## config.mk

```make
export PLATFORM = sky130hd
export DESIGN_NAME = axilite_s_regbank
export DESIGN_NICKNAME = d
export VERILOG_FILES = /design/src/rtl/axilite_s_regbank.sv
export SDC_FILE = /design/constraint.sdc
export NUM_CORES = 1
export LEC_CHECK = 0
export BUFFER_PORTS_ARGS = -buffer_cell sky130_fd_sc_hd__buf_2
export CORE_MARGIN = 3
export CORE_UTILIZATION = 50
export CTS_BUF_LIST = sky130_fd_sc_hd__clkbuf_16
export DETAILED_ROUTE_END_ITERATION = 10
export GPL_ROUTABILITY_DRIVEN = 0
export PLACE_DENSITY = 0.64
export SLEW_MARGIN = 25
export SYNTH_ARGS = -nofsm -noshare
export SYNTH_HDL_FRONTEND = slang
export SYNTH_SLANG_ARGS = --single-unit
```

## constraint.sdc

```tcl
create_clock -name s_axi_aclk -period 3.7 [get_ports s_axi_aclk]
set_input_delay 0.185 -clock s_axi_aclk [delete_from_list [all_inputs] [get_ports s_axi_aclk]]
set_output_delay 0.185 -clock s_axi_aclk [all_outputs]
set_load 0.02 [all_outputs]
```

## src/rtl/axilite_s_regbank.sv

```systemverilog
// AXI4-Lite slave register bank: NUM_REGS registers of DATA_WIDTH bits,
// byte-lane strobes, per-register read-only mask, DECERR/SLVERR responses.
//
// Write FSM
//   state     | meaning
//   W_IDLE    | no write in flight, AW and W both accepted
//   W_HAVE_AW | address latched, waiting for write data
//   W_HAVE_W  | data/strobes latched, waiting for write address
//   W_RESP    | write committed, bvalid high until bready
//
// Read FSM
//   state     | meaning
//   R_IDLE    | arready high, waiting for a read address
//   R_RESP    | rdata/rresp held, rvalid high until rready

module axilite_s_regbank #(
    parameter int                   ADDR_WIDTH = 32,
    parameter int                   DATA_WIDTH = 32,
    parameter int                   NUM_REGS   = 16,
    parameter logic [NUM_REGS-1:0]  RO_MASK    = '0
) (
    input  logic                      s_axi_aclk,
    input  logic                      s_axi_areset,
    input  logic                      s_axi_awvalid,
    output logic                      s_axi_awready,
    input  logic [ADDR_WIDTH-1:0]     s_axi_awaddr,
    input  logic                      s_axi_wvalid,
    output logic                      s_axi_wready,
    input  logic [DATA_WIDTH-1:0]     s_axi_wdata,
    input  logic [DATA_WIDTH/8-1:0]   s_axi_wstrb,
    output logic                      s_axi_bvalid,
    input  logic                      s_axi_bready,
    output logic [1:0]                s_axi_bresp,
    input  logic                      s_axi_arvalid,
    output logic                      s_axi_arready,
    input  logic [ADDR_WIDTH-1:0]     s_axi_araddr,
    output logic                      s_axi_rvalid,
    input  logic                      s_axi_rready,
    output logic [DATA_WIDTH-1:0]     s_axi_rdata,
    output logic [1:0]                s_axi_rresp
);

    localparam int STRB_W   = DATA_WIDTH / 8;
    localparam int ADDR_LSB = $clog2(STRB_W);
    localparam int IDX_W    = (NUM_REGS > 1) ? $clog2(NUM_REGS) : 1;

    localparam logic [1:0] RESP_OKAY   = 2'b00;
    localparam logic [1:0] RESP_SLVERR = 2'b10;
    localparam logic [1:0] RESP_DECERR = 2'b11;

    localparam logic [1:0] W_IDLE    = 2'd0;
    localparam logic [1:0] W_HAVE_AW = 2'd1;
    localparam logic [1:0] W_HAVE_W  = 2'd2;
    localparam logic [1:0] W_RESP    = 2'd3;

    localparam logic [0:0] R_IDLE = 1'b0;
    localparam logic [0:0] R_RESP = 1'b1;

    logic [1:0]            r_wstate;
    logic [ADDR_WIDTH-1:0] r_awaddr;
    logic [DATA_WIDTH-1:0] r_wdata;
    logic [STRB_W-1:0]     r_wstrb;
    logic [1:0]            r_bresp;

    logic [0:0]            r_rstate;
    logic [DATA_WIDTH-1:0] r_rdata;
    logic [1:0]            r_rresp;

    logic [DATA_WIDTH-1:0] r_regs [NUM_REGS];

    logic                  w_aw_hs;
    logic                  w_w_hs;
    logic                  w_ar_hs;
    logic                  w_commit;
    logic [ADDR_WIDTH-1:0] w_waddr;
    logic [DATA_WIDTH-1:0] w_wdata;
    logic [STRB_W-1:0]     w_wstrb;
    logic [ADDR_WIDTH-1:0] w_wword;
    logic [IDX_W-1:0]      w_widx;
    logic                  w_win_range;
    logic                  w_wro;
    logic                  w_wr_en;
    logic [1:0]            w_bresp;
    logic [ADDR_WIDTH-1:0] w_rword;
    logic [IDX_W-1:0]      w_ridx;
    logic                  w_rin_range;

    // Readys are decoded from state and forced low while reset is asserted.
    assign s_axi_awready = !s_axi_areset && (r_wstate == W_IDLE || r_wstate == W_HAVE_W);
    assign s_axi_wready  = !s_axi_areset && (r_wstate == W_IDLE || r_wstate == W_HAVE_AW);
    assign s_axi_arready = !s_axi_areset && (r_rstate == R_IDLE);

    assign s_axi_bvalid  = (r_wstate == W_RESP);
    assign s_axi_bresp   = r_bresp;
    assign s_axi_rvalid  = (r_rstate == R_RESP);
    assign s_axi_rdata   = r_rdata;
    assign s_axi_rresp   = r_rresp;

    assign w_aw_hs = s_axi_awvalid && s_axi_awready;
    assign w_w_hs  = s_axi_wvalid  && s_axi_wready;
    assign w_ar_hs = s_axi_arvalid && s_axi_arready;

    // The commit edge is whichever handshake completes the AW/W pair.
    assign w_commit = ((r_wstate == W_IDLE)    && w_aw_hs && w_w_hs) ||
                      ((r_wstate == W_HAVE_AW) && w_w_hs) ||
                      ((r_wstate == W_HAVE_W)  && w_aw_hs);

    // Use the latched half of the pair if it arrived earlier, live bus otherwise.
    assign w_waddr = (r_wstate == W_HAVE_AW) ? r_awaddr : s_axi_awaddr;
    assign w_wdata = (r_wstate == W_HAVE_W)  ? r_wdata  : s_axi_wdata;
    assign w_wstrb = (r_wstate == W_HAVE_W)  ? r_wstrb  : s_axi_wstrb;

    // Range check uses the full word address so high bits never alias onto a register.
    assign w_wword     = w_waddr >> ADDR_LSB;
    assign w_widx      = w_wword[IDX_W-1:0];
    assign w_win_range = (w_wword < ADDR_WIDTH'(NUM_REGS));
    assign w_wro       = w_win_range && RO_MASK[w_widx];
    assign w_wr_en     = w_commit && w_win_range && !w_wro;
    assign w_bresp     = !w_win_range ? RESP_DECERR :
                         w_wro        ? RESP_SLVERR : RESP_OKAY;

    assign w_rword     = s_axi_araddr >> ADDR_LSB;
    assign w_ridx      = w_rword[IDX_W-1:0];
    assign w_rin_range = (w_rword < ADDR_WIDTH'(NUM_REGS));

    // Write channel FSM: latch AW or W on its own handshake, respond after the pair completes.
    always_ff @(posedge s_axi_aclk) begin
        if (s_axi_areset) begin
            r_wstate <= W_IDLE;
            r_awaddr <= '0;
            r_wdata  <= '0;
            r_wstrb  <= '0;
            r_bresp  <= RESP_OKAY;
        end else if (w_commit) begin
            r_wstate <= W_RESP;
            r_bresp  <= w_bresp;
        end else begin
            case (r_wstate)
                W_IDLE: begin
                    if (w_aw_hs) begin
                        r_awaddr <= s_axi_awaddr;
                        r_wstate <= W_HAVE_AW;
                    end else if (w_w_hs) begin
                        r_wdata  <= s_axi_wdata;
                        r_wstrb  <= s_axi_wstrb;
                        r_wstate <= W_HAVE_W;
                    end
                end
                W_RESP: begin
                    if (s_axi_bready) begin
                        r_wstate <= W_IDLE;
                    end
                end
                default: ;
            endcase
        end
    end

    // Register array: byte-lane update on a committed, in-range, writable access.
    always_ff @(posedge s_axi_aclk) begin
        if (s_axi_areset) begin
            for (int i = 0; i < NUM_REGS; i++) begin
                r_regs[i] <= '0;
            end
        end else if (w_wr_en) begin
            for (int k = 0; k < STRB_W; k++) begin
                if (w_wstrb[k]) begin
                    r_regs[w_widx][8*k +: 8] <= w_wdata[8*k +: 8];
                end
            end
        end
    end

    // Read channel FSM: capture data on AR handshake (pre-write value on a same-edge commit).
    always_ff @(posedge s_axi_aclk) begin
        if (s_axi_areset) begin
            r_rstate <= R_IDLE;
            r_rdata  <= '0;
            r_rresp  <= RESP_OKAY;
        end else begin
            case (r_rstate)
                R_IDLE: begin
                    if (w_ar_hs) begin
                        r_rstate <= R_RESP;
                        if (w_rin_range) begin
                            r_rdata <= r_regs[w_ridx];
                            r_rresp <= RESP_OKAY;
                        end else begin
                            r_rdata <= '0;
                            r_rresp <= RESP_DECERR;
                        end
                    end
                end
                default: begin
                    if (s_axi_rready) begin
                        r_rstate <= R_IDLE;
                    end
                end
            endcase
        end
    end

endmodule

```

==> flow_summary_export.csv <==
group,metric,value,unit
run_status,status,"completed",
worst_setup_path,cp-startpoint,"r_wstate[1]$_SDFFE_PP0P_",
floorplan,die_area,67100,µm²
sta,slew_viol_final,0,
synth,yosysTopAreaCellShare,48.0,%
global_routing,track_usage,27.0,%
worst_setup_path,worstPathRequired,3920,ps
cells_and_area,final_util,58.0,%
cts,clock_latency,610,ps
power_and_ir_drop,p_clk_share,40.0,%
worst_setup_path,critical_path_class,"reg -> reg",
floorplan,core_area,63200,µm²
cts,cts_max_level,3,
routing,drt-total-wl,90.4,mm
global_routing,grt_start_max_net_pins,108,
cells_and_area,n_antenna_cell,0,
synth,ys_seq_elements,615,
global_routing,antenna_found_initial,0,
power_and_ir_drop,powerDensity,442,nW/µm²
sta,slew_headroom,27.9,%
routing,avgViaCountPerCell,6.58,
cts,cts_tree,"built",
routing,wl_per_cell,27.0,µm
synth,async_flop_share,0,%
power_and_ir_drop,seqPwrFrac,47.9,%
worst_setup_path,crit_path_end_kind,"flop",
synth,synth_cell_types,52,
routing,firstDrtPassIters,7,
power_and_ir_drop,pwr-share-comb,12.1,%
worst_setup_path,critPathTopFamily,"compound AO/OA/AOI/OAI gates",
global_routing,gr-total-overflow,0,
floorplan,die_x,259,µm
synth,yosysSeqAreaShare,54.5,%
power_and_ir_drop,p_int,12000,µW
worst_setup_path,startpoint_type,"flop",
cts,numCtsBuffers,68,
sta,tns,0,ps
synth,yosysTopAreaCell,"edfxtp_1",
worst_hold_path,worstHoldPathType,"in -> reg",
floorplan,die_h,259,µm
worst_setup_path,path_buf_inv,2,
synth,synthTopCellsByCount,"edfxtp_1 (512), nor4_2 (400), nand2_1 (175), buf_2 (133), nor4_1 (130)",
sta,fin_crit,3230,ps
synth,synth_area_leaders,"edfxtp_1 (48%), nor4_2 (16%), dfxtp_1 (6.4%)",
worst_setup_path,crit_cells,6,
sta,worst_pin_slew,1080,ps
sta,finalClockSkew,28.5,ps
synth,syn_area_per_cell,14.0,µm²
worst_setup_path,crit_top_cell,"buf_4",
worst_setup_path,arrival,3460,ps
routing,drc,0,
synth,yosysWarnings,0,
worst_hold_path,holdPathStages,3,
cts,cts_root_buf,"clkbuf_16",
synth,synth_ff_type,"edfxtp_1",
routing,num_vias,22000,
cells_and_area,drive_above_1_share,39.8,%
worst_setup_path,crit_path_max_fanout,18,
worst_setup_path,rr_endpoint,"r_regs[8][23]$_SDFFCE_PN0P_",
routing,drtIter0Drc,2250,
synth,synth_most_common_cell,"edfxtp_1",
worst_setup_path,cp_slowest_cell,"a2111o_2",
cells_and_area,area_growth,14.5,%
cts,cts_sinks,615,
floorplan,rows,92,
cts,clk_path_buf_depth,3,
routing,drtAntennaViolNets,0,
worst_setup_path,worstSetupEndpoint,"r_regs[8][23]$_SDFFCE_PN0P_",
power_and_ir_drop,switchingPower,4170,µW
cts,ctsResizeCount,0,
sta,rsz0062_at_grt,"false",
cells_and_area,nets,2553,
worst_setup_path,reg2reg_slack,470,ps
worst_setup_path,max_stage_delay,780,ps
sta,finalSetupViolCount,0,
cells_and_area,layoutNonFillerInstCount,3343,
worst_setup_path,path_cells,"buf_4, nor2b_1, nand4_1, a2111o_2, buf_4, o31ai_2",
power_and_ir_drop,peakVddDrop,0.501,mV
floorplan,start_util,50.6,%
sta,finalHoldViolCount,0,
synth,synth-edff-count,512,
synth,synth_nets,2400,
synth,syn_inst,2293,
place,port_buffers,143,
place,dp.final_hpwl,56.6,mm
cts,cts.clk_slew.worst_paths,60,ps
power_and_ir_drop,netSwitchingFraction,25.7,%
sta,fin_crit_sh,87.4,%
synth,netlist_area,32000,µm²
power_and_ir_drop,p_leak,0.0113,µW
sta,fmax,0.309,GHz
floorplan,pin_count,148,
global_routing,grt_pass1_wl,138,mm
global_routing,grt_pass1_vias,22146,
worst_setup_path,r2r_cells,6,
flow_run,drv_cap,0,
worst_setup_path,r2r-start,"r_wstate[1]$_SDFFE_PP0P_",
sta,hold-worst-slack,143,ps
place,dp.cells,3151,
## what timing repair did
| action | 4_1_cts | 5_1_grt |
|---|---|---|
| endpoints found under the setup margin | 0 | 0 |
| endpoints found under the hold margin | 69 | 0 |
| setup buffers | 0 | 0 |
| hold buffers | 71 | 0 |
## metrics by stage
stage / area, µm² / power, µW / setup slack [ps]
floorplan: 32000 / 9120 / 895
global route: 36700 / 16700 / 344
global placement: 33800 / 9740 / 330
finish: 36700 / 16200 / 467
detailed placement: 33800 / 9790 / 516
CTS: 36600 / 16300 / 490
## flip-flops by register name, summed over array words and instances, names as in the netlist
name and flops:
r_awaddr 30, s_axi_rvalid 1, r_wstate 2, s_axi_rresp 1, r_regs 512, s_axi_rdata 32, r_wstrb 4, s_axi_bresp 1
r_wdata 32
## power groups by stage
stage | combinational (µW) | clock [µW] | sequential [µW]
2_1_floorplan | 1230 | 0 | 7880
3_3_place_gp | 1850 | 0 | 7890
3_5_place_dp | 1880 | 0 | 7900
4_1_cts | 1950 | 6600 | 7760
5_1_grt | 2070 | 6850 | 7770
6_report | 1960 | 6480 | 7760
## area by class of cell
class | instances | area [µm²]
well taps | 846 | 1060
flip-flops and latches | 615 | 17400
inverters | 6 | 22.5
multi-input cells | 1351 | 12900
fillers | 4968 | 26500
clock buffers | 71 | 1780
repair buffers | 404 | 3100
clock inverters | 50 | 313
## how the worst min path moves through the flow
stage,startpoint,to,slack [ps]
6_report,s_axi_areset,r_wdata[26]$_SDFFE_PP0P_,140
5_1_grt,s_axi_areset,s_axi_bresp[0]$_SDFFE_PP0P_,160
4_1_cts,s_axi_areset,r_wdata[29]$_SDFFE_PP0P_,100
3_5_place_dp,s_axi_rready,s_axi_rvalid$_SDFF_PP0_,380
3_3_place_gp,s_axi_rready,s_axi_rvalid$_SDFF_PP0_,380
2_1_floorplan,s_axi_bready,r_wstate[1]$_SDFFE_PP0P_,280
## metal layers
layer | wire length (µm) | part of all wire (%) | track usage [%] | vias to the layer above
li1 | - | - | - | 9661
met1 | 37900 | 42 | 37.5 | 11323
met2 | 44200 | 49 | 44.0 | 890
met3 | 6240 | 6.9 | 4.02 | 126
met4 | 2080 | 2.3 | 8.13 | 0
met5 | 0 | 0 | 0 | -
## layout by cell type, fill, tap and decap left out, drive strengths merged, types with 2 or more instances in the layout
| master | count |
|---|---|
| dfxtp | 103 |
| mux2i | 101 |
| mux2 | 68 |
| dlygate4sd3 | 71 |
| clkinv | 23 |
| nor2b | 3 |
| mux4 | 66 |
| or4b | 2 |
| nand2b | 2 |
| and4 | 2 |
| o2bb2ai | 62 |
| nand2 | 182 |
| clkbuf | 71 |
| nand4bb | 3 |
| bufinv | 4 |
| a22oi | 31 |
| nor4 | 530 |
| nor2 | 10 |
| o31ai | 70 |
| edfxtp | 512 |
| buf | 333 |
| and2 | 3 |
| a41oi | 2 |
| nand3 | 2 |
| and3 | 2 |
| nor3 | 2 |
| nand4 | 4 |
| a211oi | 64 |
| inv | 28 |
| a21oi | 68 |
| a22o | 31 |
| a221oi | 31 |
## worst reg2reg max path, stage by stage (launching register included)
cell and delay (ps):
dfxtp_1 330, buf_4 170, nor2b_1 280, nand4_1 200, a2111o_2 780, buf_4 330
o31ai_2 760
## logic make-up (layout without fill, tap and decap cells)
family	Yosys count	in the layout	share of synthesized area, %
AO/OA/AOI/OAI	366	366	8.78
multiplexers	235	235	10.2
buffers and inverters	327	531	5.36
AND/OR/NAND/NOR	750	750	21.2
flip-flops	615	615	54.5
Power figures use the tool's default switching activity.
